<file path="src/rtl/clut_videogen_pipeline.sv">
// clut_videogen_pipeline
//   Palette-lookup video output stage. A pixel index and bank select are
//   registered onto an external colour memory bus. The returned {B,G,R} word
//   is scaled by a frame-rate fade level and registered onto the colour
//   outputs. SYNC and BLANK follow through delay taps, so they stay aligned
//   with the colour data.
// Ports
//   CLK_6MD, reset      pixel clock; synchronous active-high reset
//   enable              pixel clock enable; when low, every register holds
//   D, BANK             palette index and bank; prom_addr = {BANK,D}, registered
//   SYNC_IN, BLANK_IN   sync and blank, aligned with D
//   SYNC, BLANK         sync and blank, delayed to line up with RED/GREEN/BLUE
//   RED, GREEN, BLUE    scaled colour outputs
//   prom_addr, prom_ce  colour memory address and enable (prom_ce = enable)
//   prom_data           colour memory read data {B,G,R}
//   fade_start/dir/rate fade request; dir 0 = fade out, 1 = fade in;
//                       frames per step = fade_rate+1
//   fade_busy, fade_done  fade in progress; one-cycle pulse when a fade ends
module clut_videogen_pipeline #(
  parameter int unsigned INDEX_W      = 8,
  parameter int unsigned BANK_W       = 1,
  parameter int unsigned COLOR_W      = 4,
  parameter int unsigned PROM_LATENCY = 1,
  parameter int unsigned RATE_W       = 4
) (
  input  logic                        CLK_6MD,
  input  logic                        reset,
  input  logic                        enable,
  input  logic [INDEX_W-1:0]          D,
  input  logic [BANK_W-1:0]           BANK,
  input  logic                        SYNC_IN,
  input  logic                        BLANK_IN,
  output logic                        SYNC,
  output logic                        BLANK,
  output logic [COLOR_W-1:0]          RED,
  output logic [COLOR_W-1:0]          GREEN,
  output logic [COLOR_W-1:0]          BLUE,
  output logic [BANK_W+INDEX_W-1:0]   prom_addr,
  output logic                        prom_ce,
  input  logic [3*COLOR_W-1:0]        prom_data,
  input  logic                        fade_start,
  input  logic                        fade_dir,
  input  logic [RATE_W-1:0]           fade_rate,
  output logic                        fade_busy,
  output logic                        fade_done
);

  localparam int unsigned ADDR_W = BANK_W + INDEX_W;
  localparam int unsigned TAPS   = PROM_LATENCY + 1;
  localparam int unsigned PROD_W = 2 * COLOR_W + 1;
  localparam logic [COLOR_W-1:0] LEVEL_MAX = '1;

  typedef enum logic [0:0] {S_IDLE, S_RAMP} state_t;

  // Scale one channel by (level+1)/2^COLOR_W, rounding down
  function automatic logic [COLOR_W-1:0] scale(input logic [COLOR_W-1:0] c,
                                               input logic [COLOR_W-1:0] lvl);
    logic [PROD_W-1:0] p;
    p = PROD_W'(c) * PROD_W'(PROD_W'(lvl) + PROD_W'(1));
    return COLOR_W'(p >> COLOR_W);
  endfunction

  logic [ADDR_W-1:0]  addr_q, addr_d;
  logic [TAPS-1:0]    sync_tap_q, sync_tap_d;
  logic [TAPS-1:0]    blank_tap_q, blank_tap_d;
  logic               sync_out_q, sync_out_d;
  logic               blank_out_q, blank_out_d;
  logic [COLOR_W-1:0] red_q, red_d, green_q, green_d, blue_q, blue_d;
  logic               sync_prev_q, sync_prev_d;
  state_t             state_q, state_d;
  logic [COLOR_W-1:0] level_q, level_d;
  logic               dir_q, dir_d;
  logic [RATE_W-1:0]  rate_q, rate_d;
  logic [RATE_W-1:0]  cnt_q, cnt_d;
  logic               done_q, done_d;

  logic               frame_tick_c;
  logic               blank_dly_c;
  logic [COLOR_W-1:0] start_target_c;
  logic [COLOR_W-1:0] ramp_target_c;
  logic [COLOR_W-1:0] level_step_c;

  // Pixel pipeline: address stage, sync/blank taps, scaled colour output
  always_comb begin
    addr_d      = {BANK, D};
    sync_tap_d  = {sync_tap_q[TAPS-2:0], SYNC_IN};
    blank_tap_d = {blank_tap_q[TAPS-2:0], BLANK_IN};
    // The last tap lines up with the memory data for the same pixel
    blank_dly_c = blank_tap_q[TAPS-1];
    sync_out_d  = sync_tap_q[TAPS-1];
    blank_out_d = blank_dly_c;
    red_d       = blank_dly_c ? '0 : scale(prom_data[COLOR_W-1:0], level_q);
    green_d     = blank_dly_c ? '0 : scale(prom_data[2*COLOR_W-1:COLOR_W], level_q);
    blue_d      = blank_dly_c ? '0 : scale(prom_data[3*COLOR_W-1:2*COLOR_W], level_q);
  end

  // Fade engine: frame tick on the SYNC_IN rising edge, level ramps one step per rate+1 ticks
  always_comb begin
    sync_prev_d    = SYNC_IN;
    frame_tick_c   = SYNC_IN & ~sync_prev_q;
    state_d        = state_q;
    level_d        = level_q;
    dir_d          = dir_q;
    rate_d         = rate_q;
    cnt_d          = cnt_q;
    done_d         = 1'b0;
    start_target_c = fade_dir ? LEVEL_MAX : '0;
    ramp_target_c  = dir_q ? LEVEL_MAX : '0;
    // Saturating step toward the target
    if (dir_q) begin
      level_step_c = (level_q == LEVEL_MAX) ? level_q : level_q + COLOR_W'(1);
    end else begin
      level_step_c = (level_q == '0) ? level_q : level_q - COLOR_W'(1);
    end

    unique case (state_q)
      S_IDLE: begin
        // A start request takes priority over a tick arriving in the same cycle
        if (fade_start) begin
          if (level_q == start_target_c) begin
            done_d = 1'b1;
          end else begin
            dir_d   = fade_dir;
            rate_d  = fade_rate;
            cnt_d   = '0;
            state_d = S_RAMP;
          end
        end
      end
      S_RAMP: begin
        if (frame_tick_c) begin
          if (cnt_q == rate_q) begin
            cnt_d   = '0;
            level_d = level_step_c;
            if (level_step_c == ramp_target_c) begin
              state_d = S_IDLE;
              done_d  = 1'b1;
            end
          end else begin
            cnt_d = cnt_q + RATE_W'(1);
          end
        end
      end
      default: state_d = S_IDLE;
    endcase
  end

  // Reset wins over enable; otherwise everything advances only on enabled cycles
  always_ff @(posedge CLK_6MD) begin
    if (reset) begin
      addr_q      <= '0;
      sync_tap_q  <= '0;
      blank_tap_q <= '1;
      sync_out_q  <= 1'b0;
      blank_out_q <= 1'b1;
      red_q       <= '0;
      green_q     <= '0;
      blue_q      <= '0;
      sync_prev_q <= 1'b0;
      state_q     <= S_IDLE;
      level_q     <= LEVEL_MAX;
      dir_q       <= 1'b0;
      rate_q      <= '0;
      cnt_q       <= '0;
      done_q      <= 1'b0;
    end else if (enable) begin
      addr_q      <= addr_d;
      sync_tap_q  <= sync_tap_d;
      blank_tap_q <= blank_tap_d;
      sync_out_q  <= sync_out_d;
      blank_out_q <= blank_out_d;
      red_q       <= red_d;
      green_q     <= green_d;
      blue_q      <= blue_d;
      sync_prev_q <= sync_prev_d;
      state_q     <= state_d;
      level_q     <= level_d;
      dir_q       <= dir_d;
      rate_q      <= rate_d;
      cnt_q       <= cnt_d;
      done_q      <= done_d;
    end
  end

  assign prom_addr = addr_q;
  assign prom_ce   = enable;
  assign SYNC      = sync_out_q;
  assign BLANK     = blank_out_q;
  assign RED       = red_q;
  assign GREEN     = green_q;
  assign BLUE      = blue_q;
  assign fade_busy = (state_q == S_RAMP);
  assign fade_done = done_q;

endmodule

</file>
<file path="config.mk">
export PLATFORM = sky130hd
export DESIGN_NAME = clut_videogen_pipeline
export DESIGN_NICKNAME = d
export VERILOG_FILES = /design/src/rtl/clut_videogen_pipeline.sv
export SDC_FILE = /design/constraint.sdc
export NUM_CORES = 1
export LEC_CHECK = 0
export ABC_AREA = 0
export BUFFER_PORTS_ARGS = -buffer_cell sky130_fd_sc_hd__buf_4
export CAP_MARGIN = 20
export CORE_ASPECT_RATIO = 0.75
export CORE_MARGIN = 2
export CORE_UTILIZATION = 50
export DETAILED_ROUTE_END_ITERATION = 6
export PLACE_DENSITY_LB_ADDON = 0.15
export RECOVER_POWER = 25
export SKIP_LAST_GASP = 1
export SYNTH_ARGS = -nofsm -noshare
export SYNTH_HDL_FRONTEND = slang
export SYNTH_SLANG_ARGS = --single-unit
</file>
<file path="constraint.sdc">
create_clock -name CLK_6MD -period 5 [get_ports CLK_6MD]
set_input_delay 0 -clock CLK_6MD [delete_from_list [all_inputs] [get_ports CLK_6MD]]
set_output_delay 0 -clock CLK_6MD [all_outputs]
set_load 0.05 [all_outputs]
</file>
== Word-level counts from Yosys, hierarchy flattened ==
Cells that the tools add are included.

* Bits in read-only memories: 0
* Input port bits: 32
* Memories kept: 0
* Latch bits: 0
* Output and inout port bits: 26
* Bits in registers: 43
* Logic and storage cells: 62
* RAM bits: 0

* Muxes and demuxes: 25
* Eq/ne operators: 7
* Divide/modulo/power cells: 0
* Reduce and logical (&&, ||, !) cells: 4
* Shift operators: 0
* Add/sub/neg operators: 4
* Order comparisons: 0
* $mul: 3
* Bitwise gates (word level): 4

{| class="wikitable"
|+ Operators with widths
! cell !! number
|-
| $mux 4 || 12
|-
| $mul 4x9->8 || 2
|-
| $eq 4x4->1 || 3
|-
| $reduce_and 4->1 || 3
|-
| $mux 1 || 10
|-
| $add 4x1->4 const B || 2
|-
| $mul 4x5->8 || 1
|-
| $pmux 4 s2 || 1
|-
| $add 4x1->5 const B || 1
|-
| $eq 4x4->1 const B || 1
|-
| $logic_not 4->1 || 1
|-
| $ne 2x2->1 const B || 2
|-
| $pmux 1 s2 || 2
|-
| $sub 4x1->4 const B || 1
|-
| $not 1->1 || 3
|-
| $ne 2x1->1 const B || 1
|-
| $and 1x1->1 || 1
|}

== Logic depth before layout (Yosys ltp) ==
Gate-level depths: netlist of the first run.

* Depth after elaboration: 8
* Gate-level depth with buffers: 15
* Gate-level depth less buffers: 13

== Least setup slack after synthesis of the first run ==
Ideal clock, no wire load.

* Path kind: reg-to-reg
* Start point: register level_q[0]
* End point: register blue_q[2], in the netlist BLUE[2]
* Period minus slack after synthesis: 3702 ps
* Data required time: 4883 ps
* Path slack: 1298 ps
* Cell stages (with the launch flop): 15
* Library setup time: 117 ps
* Path buffers: 2
* Arrival: 3585 ps
* Path through: dfxtp_1 buf_2 inv_1 ha_1 clkbuf_1 and2_1 fa_1 inv_1 fa_1 inv_1 ha_1 nand4b_1 o2111ai_1 or2_2 a32o_1

* Cells in the longest elaborated chain, start to end: 3

{| class="wikitable"
|+ RTL lines
! what !! line !! RTL
|-
| start: declaration || 71 || <nowiki>logic [COLOR_W-1:0] level_q, level_d;</nowiki>
|-
| start signal: assignment || 177 || <nowiki>level_q <= level_d;</nowiki>
|-
| $add 4x1->5 || 59 || <nowiki>p = PROD_W'(c) * PROD_W'(PROD_W'(lvl) + PROD_W'(1));</nowiki>
|-
| $mul 4x5->8 || 59 ||
|-
| $mux 4 || 94 || <nowiki>blue_d = blank_dly_c ? '0 : scale(prom_data[3*COLOR_W-1:2*COLOR_W], level_q);</nowiki>
|-
| end signal: assignment || 174 || <nowiki>blue_q <= blue_d;</nowiki>
|-
| end: declaration || 68 || <nowiki>logic [COLOR_W-1:0] red_q, red_d, green_q, green_d, blue_q, blue_d;</nowiki>
|}

Every way passes these cells.
A chain may end at the register's enable or synchronous reset.

== Worst setup path in the final report of the first run ==
* Start point: register level_q[0]
* End point: register red_q[3], in the netlist RED[3]

* Cells in the longest elaborated chain, start to end: 3

{| class="wikitable"
|+ RTL lines
! what !! line !! RTL
|-
| $add 4x1->5 || 59 ||
|-
| $mul 4x9->8 || 59 ||
|-
| $mux 4 || 92 || <nowiki>red_d = blank_dly_c ? '0 : scale(prom_data[COLOR_W-1:0], level_q);</nowiki>
|-
| end signal: assignment || 172 || <nowiki>red_q <= red_d;</nowiki>
|-
| end: declaration || 68 ||
|}

Every way passes these cells.

==> results of run 1 <==
## worst max-delay path, stage by stage, from the launching register on
cell	delay, ps
dfxtp_1	650
inv_1	210
ha_1	560
and2_1	280
fa_1	530
inv_1	50
fa_1	530
inv_1	40
ha_1	340
nand4b_1	120
o2111ai_1	280
a21oi_1	120
xnor2_1	130
a22o_1	190
## flip-flops by register name, indices dropped and copies added (netlist names), 4 cells and up
name       cells
BLUE           4
prom_addr      9
GREEN          4
RED            4
rate_q         4
cnt_q          4
level_q        4
## path summary, 6_finish.rpt
| path | from | to | slack (ps) | depth (start not counted) |
|---|---|---|---|---|
| setup / recovery | level_q[0] | RED[3] | 850 | 13 |
| hold / removal | reset | prom_addr[7] | 90 | 2 |
| setup reg to reg | level_q[0] | RED[3] | 850 | 13 |
| hold reg to reg | GREEN[2] | GREEN[2] | 480 | 1 |
## cell families after synthesis
logic type / count (synthesis)
fa+ha+maj: 45
compound gates: 48
buf+inv: 41
flops: 42
simple gates: 136
xor+xnor: 24
mux: 18
## metrics by stage
step	hold slack, ps	instance area [um^2]	util [%]	setup WS [ps]
global route	84.2	3900	65.6	531
floorplan	118	3130	-	1300
detailed placement	209	3610	60.7	890
CTS	81.2	3910	65.7	871
finish	87.9	3900	65.6	847
global placement	205	3610	60.7	985
## layer usage
| metal | GRT usage (%) | vias to the layer above |
|---|---|---|
| met3 | 3.95 | 4 |
| li1 | - | 1337 |
| met4 | 3.97 | 0 |
| met2 | 35.4 | 47 |
| met5 | 0 | - |
| met1 | 30.3 | 1268 |
## layout by cell type (no fill, tap or decap), types with 2 or more instances in the layout
cell            n
dfxtp_1        42
nand4_1         6
or2_2           3
nand2_1        36
nor2_1         30
nand3b_1        2
clkbuf_8        5
a32o_1          3
dlygate4sd3_1  16
a21oi_1        13
nand4b_1        3
buf_4          58
and3_1          3
nand2b_1        3
mux2i_1        18
ha_1           30
a211oi_1        2
fa_1           15
xor2_1          8
a22o_1          9
nor2b_1         8
inv_1          23
nor3_1          3
o2111ai_1       3
clkbuf_1        2
o21bai_1        3
nand3_1         6
xnor2_1        16
and2_1         25
a211o_1         4
bufinv_16       2
## where the power goes
group,internal [mW],switching (mW)
Clock,0.200,0.126
Sequential,0.347,0.00923
Combinational,0.0798,0.104
## final cells by class
class / instances / share of cell area, %
timing repair buffer: 76 / 15.5
clock inverter: 3 / 1.77
tap: 78 / 2.50
inverter: 23 / 2.21
sequential: 42 / 21.6
clock buffer: 5 / 1.77
multi-input combinational: 271 / 54.7
==> results_dict.tcl, run 1 <==
set metrics [dict create \
    placedCellCount 474 \
    final_nets 496 \
    start_util_pct 52.7 \
    antenna_found_initial 0 \
    synth-xor-area-share_pct 6.71 \
    syn_nets 431 \
    violations "max-capacitance violations" \
    fill_cells 508 \
    synthSimpleGateAreaFrac_pct 22.4 \
    syn-mean-instance-area_um2 8.85 \
    fp.dieW_um 95.4 \
    met2_length_um 3320 \
    crit_fanout 16 \
    first_global_vias 2566 \
    synth_most_common_cell "dfxtp_1" \
    synth_top_area_share_pct 26.8 \
    drc 0 \
    dieArea_um2 6920 \
    synth_flop_cell "dfxtp_1" \
    yosys-top-cells-count "dfxtp_1 (42), nand2_1 (36), ha_1 (30), nor2_1 (30), and2_1 (25)" \
    route.met3.wl_um 281 \
    synth_largest_area_cell "dfxtp_1" \
    async_flop_share_pct 0 \
    layout.cells.non_filler 498 \
    synthMuxAreaShare_pct 5.75 \
    areaGrowthSynthToFinish_pct 24.4 \
    max_freq_mhz 241 \
    routed_wl_um 7050 \
    synth.distinct_cells 49 \
    rsz0062_at_grt "false" \
    multiInputGateArea_um2 2130 \
    clkLatencyLatePin_ps 300 \
    grt_pass1_wl_um 11900 \
    synth_compound_area_share_pct 11.7 \
    gp_congestion 0.834 \
    cts.sinks 42 \
    outcome "finished, violations left" \
    netlist_instances 354 \
    tns_ps 0 \
    wl_per_cell_um 14.2 \
    post_cts_resized 0 \
    endpoint_kind "flop" \
    htreeDepth 2 \
    top_layer "met4" \
    seq_area_frac_synth_pct 26.8 \
    num_antenna_cells 0 \
    coreArea_um2 5950 \
    startpoint_type "flop" \
    total_power_uw 866 \
    dp_hpwl_um 5100 \
    synth_top_family_by_area "simple AND/OR/NAND/NOR gates" \
    cts_tree "done" \
    grt_max_degree 34 \
    maxSlewHeadroom_pct 0.434 \
    arrival_ps 4340 \
    vias 2656 \
    syn-cell-area_um2 3130 \
    cts_buffers 5 \
    routed_via_density 5.33 \
    rows 24 \
    required_ps 5190 \
    register_area_um2 841 \
    hp-class "in2reg" \
    drt_first_pass_iters 4 \
    setup_viol 0 \
    post_cts_buffers 0 \
    cap_violations 1 \
    drt-met1-wl_um 3410 \
    tightest_slew_ps 1490 \
    finalClockSkew_ps 4.89 \
    grtUsageTotal_pct 21.6 \
    clk_pin_slew_worst_paths_ps 90 \
    die_y_um 72.6 \
    synthAdderAreaFrac_pct 21.6 \
    synthTopCellsByArea "dfxtp_1 (27%), ha_1 (12%), fa_1 (9.6%), mux2i_1 (5.7%), and2_1 (5.0%)" \
    ys_ff_latch 42 \
    slew_violations 0 \
    worstSetupPathType "reg2reg" \
    cts_buffer_depth 2 \
    cts_root_buf "clkbuf_8" \
    portBuffers 57 \
    drive_gt1_share_pct 17.6 \
    hold_buffers 16 \
    p_leak_nw 1.89 \
    drtAntennaViolNets 0 \
    overflow 0 \
    finalHoldViolations 0 \
    period_share_pct 83.1 \
    ios 58 \
    yosysWarnings 0 \
    cellPowerDensity_nw_per_um2 222 \
    synth_edf_count 0 \
    ir_drop_mv 0.139 \
    drt-initial-drc-count 189 \
    min_period_ps 4150 \
]
No activity file was read; power rests on OpenSTA's default activity.
==> inputs of run 2 (changes only) <==
- ABC_AREA: 0 -> 1
- clock period: 5 -> 3.62 ns (I/O delays scaled with it)
==> run 2 against run 1 <==
The run now ends clean. Clock skew about the same. Utilization down 1.4 points. Sequential share of layout area decreased by 1.1 points. Non-clock buffer count increased by 5. Critical path depth stayed put. Largest power group unchanged. Clock power rose by 17%. Highest routed layer unchanged. Area after synthesis increased by 7.8%. Wire length increased by 22%. First-iteration DRC count down 2.1%.
==> results_dict.tcl, run 2 <==
set metrics [dict create \
    antenna_found_initial 0 \
    layout.cells.non_filler 653 \
    grt.met3_usage_pct 3.90 \
    required_ps 3850 \
    tns_ps 0 \
    netlist_instances 498 \
    critPathMaxStageDelay_ps 530 \
    total_power_mw 1.21 \
    dpl_cell_area_um2 3860 \
    cts_buffer_depth 2 \
    async_flop_share_pct 0 \
    layout_common_cells "nand2_1 (122), inv_1 (76), nor2_1 (61), buf_4 (52), dfxtp_1 (42)" \
    die_y_um 75.2 \
    max_freq_mhz 292 \
    outcome "completed" \
    min_period_ps 3430 \
    hp-class "in2reg" \
    synth.distinct_cells 28 \
    grtUsageTotal_pct 24.0 \
    p_leak_nw 2.12 \
    dp_hpwl_um 6310 \
    synth_top_area_share_pct 24.9 \
    areaGrowthSynthToFinish_pct 21.8 \
    synth_most_common_cell "nand2_1" \
    syn-mean-instance-area_um2 6.78 \
    rr_endpoint "RED[3]" \
    startpoint_type "flop" \
    ios 58 \
    synth_largest_area_cell "dfxtp_1" \
    setup_viol 0 \
    crit_slowest_cell "fa_1" \
    worstSetupPathType "reg2reg" \
    clk_pin_slew_worst_paths_ps 80 \
    synthTopCellsByArea "dfxtp_1 (25%), nand2_1 (14%), ha_1 (11%), fa_1 (8.9%), inv_1 (8.4%)" \
    cts.sinks 42 \
    portBuffers 57 \
    fin_ws_ps 192 \
    drtAntennaViolNets 0 \
    p_comb_share_pct 27.4 \
    syn-cell-area_um2 3380 \
    r2r_start "level_q[0]" \
    finalHoldViolations 0 \
    seqPwrFrac_pct 41.1 \
    maxSlewHeadroom_pct 51.2 \
    worstRegToRegCells 13 \
    clkLatencyLatePin_ps 300 \
    fp.dieW_um 98.9 \
    cap_violations 0 \
    utilization_pct 64.2 \
    crit_path_end "RED[3]" \
    placedCellCount 627 \
    fin_hold_ws_ps 14.8 \
    swShare_pct 32.9 \
    cellPowerDensity_nw_per_um2 294 \
    synth_flop_cell "dfxtp_1" \
    p_clk_share_pct 31.5 \
    arrival_ps 3660 \
    grt_pass1_wl_um 14300 \
    drc 0 \
    finalClockSkew_ps 4.62 \
    gp_congestion 0.856 \
    dieArea_um2 7440 \
    ys_ff_latch 42 \
    num_antenna_cells 0 \
    cts_root_buf "clkbuf_8" \
    gr-usage-met1_pct 33.3 \
    final_common_cell "nand2_1" \
    cts_tree "done" \
    grt_max_degree 31 \
    design_area_um2 4110 \
    crit_fanout 8 \
    start_util_pct 52.7 \
    drt-initial-drc-count 185 \
    period_share_pct 94.7 \
    ir_drop_mv 0.158 \
    routed_wl_um 8630 \
    tightest_slew_ps 731 \
    rows 25 \
    p_switching_uw 398 \
    cp-startpoint "level_q[0]" \
    largest_reg_flops 9 \
    dp_slack_ps 219 \
    syn_nets 575 \
    r2r_setup_slack_ps 190 \
    yosysWarnings 0 \
    first_global_vias 3132 \
    internal-power_uw 811 \
    drive_gt1_share_pct 12.4 \
    yosys-top-cells-count "nand2_1 (123), inv_1 (76), nor2_1 (61)" \
    fill_cells 583 \
    slew_violations 0 \
    drt_first_pass_iters 5 \
    synth_edf_count 0 \
    coreArea_um2 6410 \
    cp_cell_sequence "ha_1 > xnor2_4 > nor2_1 > fa_1 > inv_1 > fa_1 > inv_1 > ha_1 > a21oi_1 > o21ai_0 > o21ai_0 > nand3_1 > a21oi_1" \
    htreeDepth 2 \
    overflow 0 \
    rsz0062_at_grt "true" \
    wl_per_cell_um 13.2 \
    met2_usage_pct 40.7 \
    endpoint_kind "flop" \
    seq_area_frac_synth_pct 24.9 \
    final_nets 648 \
    routed_via_density 5.14 \
    vias 3354 \
    cts_buffers 5 \
    gr-max-usage-layer "met2" \
]
run 2: cell count changes after synthesis, sizes merged, moves of 8 or more:
cell,before,now
nand2,37,123
inv,23,77
nor2,30,63
nand3,6,35
o21ai,2,30
a21oi,13,38
and2,25,0
mux2i,18,0
a22o,9,0
clkbuf,14,5
nor2b,8,0
xnor2,16,8
run 2: worst min-delay path by stage:
stage / from / endpoint / cells past startpoint / slack [ps]
global route: SYNC_IN / sync_tap_q[0] / 3 / 30
detailed placement: BLANK_IN / blank_tap_q[0] / 3 / 210
floorplan: BLANK_IN / blank_tap_q[0] / 2 / 120
finish: SYNC_IN / sync_tap_q[0] / 3 / 10
CTS: SYNC_IN / sync_tap_q[0] / 3 / 4
global placement: BLANK_IN / blank_tap_q[0] / 3 / 220
run 2: worst max-delay path: cells and delay by family, from the launching register on:
family,cells,cell delay [ps]
AO/OA/AOI/OAI,4,680
XOR/XNOR,1,300
adder cells (fa/ha/maj),4,1700
buffers and inverters,2,100
flip-flops,1,380
AND/OR/NAND/NOR,2,200
run 2: power groups by stage:
stage | registers (mW) | logic, mW | clock network, mW
6_report | 0.497 | 0.332 | 0.381
5_1_grt | 0.500 | 0.371 | 0.406
4_1_cts | 0.497 | 0.328 | 0.392
3_5_place_dp | 0.507 | 0.314 | 0
3_3_place_gp | 0.507 | 0.307 | 0
2_1_floorplan | 0.550 | 0.177 | 0
run 2: final cells by class:
class	count	area (um^2)	share of cell area, %
clock buffer	6	72.6	1.76
clock inverter	2	37.5	0.912
inverter	78	297	7.21
multi-input combinational	363	2150	52.4
sequential	42	841	20.4
tap	81	101	2.46
timing repair buffer	81	611	14.8
run 2: per-layer routing:
metal	routed length (um)	share of wire, %
met1	4190	49
met3	567	6.6
met5	0	0
met4	36	0.42
met2	3830	44
run 2: cells by family after synthesis:
group / Yosys count / share of synthesized area (%)
xor gates and xnor gates: 11 / 3.41
AOI/OAI and AO/OA: 74 / 11.6
buffers and inverters: 93 / 11.5
DFF: 42 / 24.9
adders and majority gates: 45 / 20.0
and+or+nand+nor: 233 / 28.7
run 2: what timing repair did:
item	in CTS	in global routing
setup buffers	0	3
resized for setup	0	3
hold endpoints to repair	14	0
hold buffers	14	0
setup endpoints to repair	0	5
